==> src/rtl/rpatrol_rom_loader.sv <==
// ROM download front end for the River Patrol core.
// Splits the HPS byte stream into four ROM regions, validates the image and sequences the core reset.
module rpatrol_rom_loader #(
    parameter int HOLD_CYCLES  = 1024,
    parameter int EXPECT_BYTES = 37120
) (
    input  logic        clk_sys,
    input  logic        reset,
    input  logic        ioctl_download,
    input  logic        ioctl_wr,
    input  logic [24:0] ioctl_addr,
    input  logic [7:0]  ioctl_dout,
    input  logic        ext_reset,
    output logic [15:0] dn_addr,
    output logic [7:0]  dn_data,
    output logic        dn_wr,
    output logic [3:0]  rgn_sel,
    output logic        core_reset,
    output logic        load_done,
    output logic        load_err,
    output logic [16:0] byte_count
);

    localparam int          HW        = (HOLD_CYCLES > 1) ? $clog2(HOLD_CYCLES) : 1;
    localparam logic [HW-1:0] HOLD_LAST = HW'(HOLD_CYCLES - 1);
    localparam logic [16:0] EXPECT    = 17'(EXPECT_BYTES);

    typedef enum logic [1:0] {
        WAIT = 2'd0,
        LOAD = 2'd1,
        HOLD = 2'd2,
        RUN  = 2'd3
    } state_t;

    state_t        state_q, state_d;
    logic [HW-1:0] hold_cnt;
    logic          hold_clr, hold_inc;
    logic          enter_load, to_run, accept;

    logic [15:0] addr_lo;
    logic        map_hit;
    logic [3:0]  map_rgn;
    logic [15:0] map_addr;

    assign addr_lo    = ioctl_addr[15:0];
    assign core_reset = (state_q != RUN);
    assign accept     = (state_q == LOAD) && ioctl_wr;
    assign enter_load = (state_d == LOAD) && (state_q != LOAD);
    assign to_run     = (state_q == HOLD) && (state_d == RUN);

    // Region decode; any nonzero upper address bit is out of range.
    always_comb begin
        // NOTE: every always_comb output gets a default first so no path can infer a latch.
        map_hit  = 1'b0;
        map_rgn  = 4'b0000;
        map_addr = 16'h0000;
        if (ioctl_addr[24:16] == 9'd0) begin
            if (addr_lo < 16'h6000) begin
                map_hit  = 1'b1;
                map_rgn  = 4'b0001;
                map_addr = addr_lo;
            end else if (addr_lo < 16'h8000) begin
                map_hit  = 1'b1;
                map_rgn  = 4'b0010;
                map_addr = addr_lo - 16'h6000;
            end else if (addr_lo < 16'h9000) begin
                map_hit  = 1'b1;
                map_rgn  = 4'b0100;
                map_addr = addr_lo - 16'h8000;
            end else if (addr_lo < 16'h9100) begin
                map_hit  = 1'b1;
                map_rgn  = 4'b1000;
                map_addr = addr_lo - 16'h9000;
            end
        end
    end

    always_comb begin
        state_d  = state_q;
        hold_clr = 1'b0;
        hold_inc = 1'b0;
        case (state_q)
            WAIT: begin
                if (ioctl_download) state_d = LOAD;
            end
            LOAD: begin
                if (!ioctl_download) begin
                    state_d  = HOLD;
                    hold_clr = 1'b1;
                end
            end
            HOLD: begin
                // A new download wins over both the countdown and a user reset.
                if (ioctl_download) begin
                    state_d = LOAD;
                end else if (ext_reset) begin
                    hold_clr = 1'b1;
                end else if (hold_cnt == HOLD_LAST) begin
                    state_d = RUN;
                end else begin
                    hold_inc = 1'b1;
                end
            end
            RUN: begin
                if (ioctl_download) begin
                    state_d = LOAD;
                end else if (ext_reset) begin
                    state_d  = HOLD;
                    hold_clr = 1'b1;
                end
            end
            default: state_d = WAIT;
        endcase
    end

    always_ff @(posedge clk_sys or posedge reset) begin
        if (reset) begin
            state_q <= WAIT;
        end else begin
            state_q <= state_d;
        end
    end

    always_ff @(posedge clk_sys or posedge reset) begin
        if (reset) begin
            hold_cnt   <= '0;
            dn_wr      <= 1'b0;
            dn_addr    <= 16'h0000;
            dn_data    <= 8'h00;
            rgn_sel    <= 4'b0000;
            load_done  <= 1'b0;
            load_err   <= 1'b0;
            byte_count <= 17'd0;
        end else begin
            // NOTE: sequential state uses non-blocking assignments so every register sees pre-edge values.
            dn_wr <= 1'b0;

            if (hold_clr) begin
                hold_cnt <= '0;
            end else if (hold_inc) begin
                hold_cnt <= hold_cnt + 1'b1;
            end

            if (enter_load) begin
                byte_count <= 17'd0;
                load_err   <= 1'b0;
                load_done  <= 1'b0;
            end else begin
                if (accept) begin
                    if (byte_count != 17'h1FFFF) byte_count <= byte_count + 17'd1;
                    if (!map_hit || (ioctl_addr != {8'd0, byte_count})) load_err <= 1'b1;
                    if (map_hit) begin
                        dn_wr   <= 1'b1;
                        dn_addr <= map_addr;
                        dn_data <= ioctl_dout;
                        rgn_sel <= map_rgn;
                    end
                end
                if ((state_q == LOAD) && !ioctl_download && (byte_count != EXPECT)) begin
                    load_err <= 1'b1;
                end
                if (to_run && !load_err) begin
                    load_done <= 1'b1;
                end
            end
        end
    end

endmodule
==> config.mk <==
export PLATFORM = sky130hd
export DESIGN_NAME = rpatrol_rom_loader
export DESIGN_NICKNAME = d
export VERILOG_FILES = /design/src/rtl/rpatrol_rom_loader.sv
export SDC_FILE = /design/constraint.sdc
export NUM_CORES = 1
export LEC_CHECK = 0
export ABC_AREA = 1
export CAP_MARGIN = 40
export CELL_PAD_IN_SITES_DETAIL_PLACEMENT = 0
export CELL_PAD_IN_SITES_GLOBAL_PLACEMENT = 2
export CORE_MARGIN = 1
export CORE_UTILIZATION = 26
export CTS_BUF_LIST = sky130_fd_sc_hd__clkbuf_8
export CTS_CLUSTER_SIZE = 28
export DETAILED_ROUTE_END_ITERATION = 8
export GPL_TIMING_DRIVEN = 0
export PLACE_DENSITY_LB_ADDON = 0.1
export SLEW_MARGIN = 40
export SYNTH_ARGS = -nofsm -noshare
export SYNTH_HDL_FRONTEND = slang
export SYNTH_SLANG_ARGS = --single-unit
==> constraint.sdc <==
create_clock -name clk_sys -period 1.9 [get_ports clk_sys]
set_clock_uncertainty 0.2 [all_clocks]
set_input_delay 0.38 -clock clk_sys [delete_from_list [all_inputs] [get_ports clk_sys]]
set_output_delay 0.38 -clock clk_sys [all_outputs]
set_load 0.05 [all_outputs]
==> metrics.csv <==
metric;value;unit
IO Port Bufs;86;
die area;13500;sq um
Top Metal Used;met4;
fmax;490;MHz
Top delay family on crit path;simple AND/OR/NAND/NOR gates;
Top FF cell, synth;dfrtp_1;
Startpoint Class;flop;
Worst Path Max Fanout;6;
Yosys warnings;0;
final hold slack;0.152;ns
crit-path most repeated cell;nand2_4;
outcome;finished with violations;
drt initial violations;114;
Seq/Total Area, Yosys;44.3;%
total negative slack;-1.55;ns
Req. time, crit path;1.94;ns
CP max-delay cell;dfrtp_2;
Starting Density;26.8;%
sequential power share;43.6;%
Peak VDD IR;0.221;mV
setup violators final;17;
FF-to-FF path depth;11;
DP Cell Count;698;
M1 wire length;4880;um
Die Width;116;um
Avg Cell Area, Syn;7.74;sq um
synthesized flop and latch total;60;
top post-synthesis cells by area;dfrtp_1 44%, nand2_1 14%, inv_1 6.0%;
vias in the first global route;3146;
reg2reg end;byte_count[6]$_DFFE_PP0P_;
TritonCTS Buffers;9;
WHS Path Cells;3;
failing checks;setup timing;
Final Max Slew Viols;0;
worst hold path class;in2reg;
Period Utilization, post-route;107;%
cell-internal power;2.15;mW
Mapped Area;3390;sq um
Final Wtd Congestion;0.809;
Gate Count Post-Synth;438;
Distinct cells, synth;36;
largest net degree at the start of global routing;23;
detailed-route wire length;9840;um
Clk pin slew, worst setup/hold paths;0.08;ns
CTS Hold Bufs;0;
setup slack, reg-to-reg;-0.14;ns
# H-tree levels;3;
wire per inst;13.3;um
cell with the most instances after synthesis;nand2_1;
Final #Nets;607;
total grt overflow;0;
routed wl met3;337;um
max_slew headroom;62.8;%
switching pwr;0.887;mW
crit-path cells;nand2_4 -> nor3_4 -> nand4_1 -> nor2_4 -> ha_4 -> inv_2 -> nand2_4 -> inv_1 -> nand3_1 -> xor2_1 -> nor2_1;
CP Capture Type;flop;
switch share;29.2;%
minimum clock period;2.04;ns
static leakage;2.56;nW
Final WS setup;-0.142;ns
overall routing resource usage;15.8;%
Gate power share;16.8;%
placed wire-length estimate;7270;um
area leader, netlist;dfrtp_1;
Clock power frac;39.6;%
Std-Cell Rows;41;
Die Ht;116;um
clock sinks;60;
initial antenna violation count;0;
WL met2;4440;um
ANT nets after route;0;
Worst Setup SP;byte_count[10]$_DFFE_PP0P_;
CTS tree;built;
largest stage delay on the critical path;0.43;ns
ys async rst share;100;%
crit path kind;reg2reg;
Max Cap Violations;0;
RSZ-0062 raised after global routing;true;
worst skew pair latency;0.36;ns
Worst-Margin Slew;0.557;ns
CP bufs+invs;2;
hold_sp;ioctl_addr[10];
Residual DRC;0;
Hold Violations, Final;0;
P&R area growth vs syn;49.1;%
first-pass GRT wire length;16200;um
core area;12700;sq um
total number of vias;3188;
clk root buf;clkbuf_8;
EDFF count, synth;0;
share of the synthesized area in the top cell type;44.3;%
CTS max path bufs;2;
Synthesized Nets;485;
IO Count;87;
hold path endpoint;dn_addr[10]$_DFFE_PP0P_;
share of cells above drive strength 1;23.7;%
Post-Layout Cell Count;737;
ant diodes;0;
PD cells;602;nW/um^2
Avg Vias per Cell;4.33;
Post-synth top cells;129 x nand2_1, 60 x dfrtp_1, 54 x inv_1, 42 x nor2_1, 23 x nand3_1;
WP data arrival;2.08;ns
Critical R2R Launch;byte_count[10]$_DFFE_PP0P_;
Pre-Repair DR Iteration Count;4;
flip-flops by register name, summed over array words and instances, names as in the netlist:
name        count
hold_cnt       10
state_q         2
load_done       1
load_err        1
dn_addr        16
dn_data         8
dn_wr           1
byte_count     17
rgn_sel         4
routing by layer:
metal | global-route usage [%] | vias up
met4 | 7.18 | 0
met5 | 0 | -
met1 | 21.4 | 1478
met2 | 24.7 | 62
met3 | 2.91 | 11
li1 | - | 1637
tightest hold or removal path, cell delays in order:
cell            delay, ns
dlymetal6s2s_1       0.17
nand2_1              0.08
nand2_1              0.05
stage by stage:
stage | utilization [%] | power [mW] | area, sq um | setup slack [ns]
2_1_floorplan | - | 1.60 | 3440 | -0.347
3_3_place_gp | 35.7 | 1.79 | 4520 | -0.712
3_5_place_dp | 36.0 | 1.81 | 4570 | -0.753
4_1_cts | 39.1 | 3.09 | 4950 | -0.171
5_1_grt | 39.9 | 3.19 | 5050 | -0.272
6_report | 39.9 | 3.04 | 5050 | -0.142
how the worst max path moves through the flow:
stage	slack [ns]	endpoint	cells past startpoint
final	-0.14	byte_count[6]$_DFFE_PP0P_	11
after global routing	-0.27	byte_count[13]$_DFFE_PP0P_	14
after CTS	-0.17	byte_count[13]$_DFFE_PP0P_	15
after detailed placement	-0.75	dn_addr[0]$_DFFE_PP0P_	12
after global placement	-0.71	dn_addr[0]$_DFFE_PP0P_	12
after floorplan	-0.35	byte_count[13]$_DFFE_PP0P_	15
cell families after synthesis:
logic type / synth area share, %
AO/OA/AOI/OAI: 7.75
XOR/XNOR: 3.88
adder cells (fa/ha/maj): 3.32
buffers and inverters: 8.34
flip-flops: 44.3
AND/OR/NAND/NOR: 32.4
cells in the final DEF (no fill, tap or decap), types with 3 or more instances in the layout:
| cell | Yosys | layout |
|---|---|---|
| xor2_1 | 14 | 14 |
| a21oi_1 | 10 | 9 |
| nor3_2 | 1 | 3 |
| clkdlybuf4s15_2 | 0 | 12 |
| o21a_1 | 3 | 3 |
| nor2_4 | 2 | 4 |
| buf_2 | 1 | 3 |
| nand2_2 | 3 | 4 |
| nand2_4 | 4 | 4 |
| buf_6 | 2 | 6 |
| dfrtp_2 | 0 | 11 |
| nor2_2 | 2 | 6 |
| nand3_2 | 1 | 3 |
| nor3_1 | 15 | 12 |
| nand3_1 | 23 | 20 |
| clkbuf_2 | 1 | 5 |
| dlymetal6s2s_1 | 0 | 4 |
| inv_1 | 54 | 47 |
| o21ai_2 | 2 | 6 |
| nand4_1 | 11 | 11 |
| buf_4 | 4 | 23 |
| nand2_1 | 129 | 126 |
| clkinvlp_4 | 0 | 3 |
| nor2_1 | 42 | 36 |
| ha_1 | 9 | 6 |
| dfrtp_1 | 60 | 49 |
| inv_2 | 3 | 8 |
| clkbuf_8 | 0 | 10 |
| o21ai_1 | 11 | 17 |
| dlygate4sd2_1 | 0 | 31 |
| o21ai_0 | 18 | 8 |
| clkdlybuf4s50_1 | 0 | 31 |
cell type report:
type                    instances  area, sq um
well taps                     172          215
clock buffers                  10          138
repair buffers                111         1040
clock inverters                 6         63.8
flip-flops and latches         60         1520
plain buffers                   8         70.1
multi-input cells             312         1780
inverters                      58          226
fillers                      1335         7620
power groups by stage:
stage	Sequential, mW	Clock (mW)	Combinational, mW
after floorplan	1.42	0	0.178
after global placement	1.36	0	0.431
after detailed placement	1.36	0	0.445
after CTS	1.33	1.26	0.507
after global routing	1.33	1.30	0.560
final	1.33	1.21	0.510
timing repair:
item                       CTS  global route
pin swaps                    9            16
resized for setup          108            36
setup endpoints to repair  107            63
buffers inserted            17             6
hold endpoints to repair     0             0
cloned                       0             0
(Power assumes the default switching activity.)
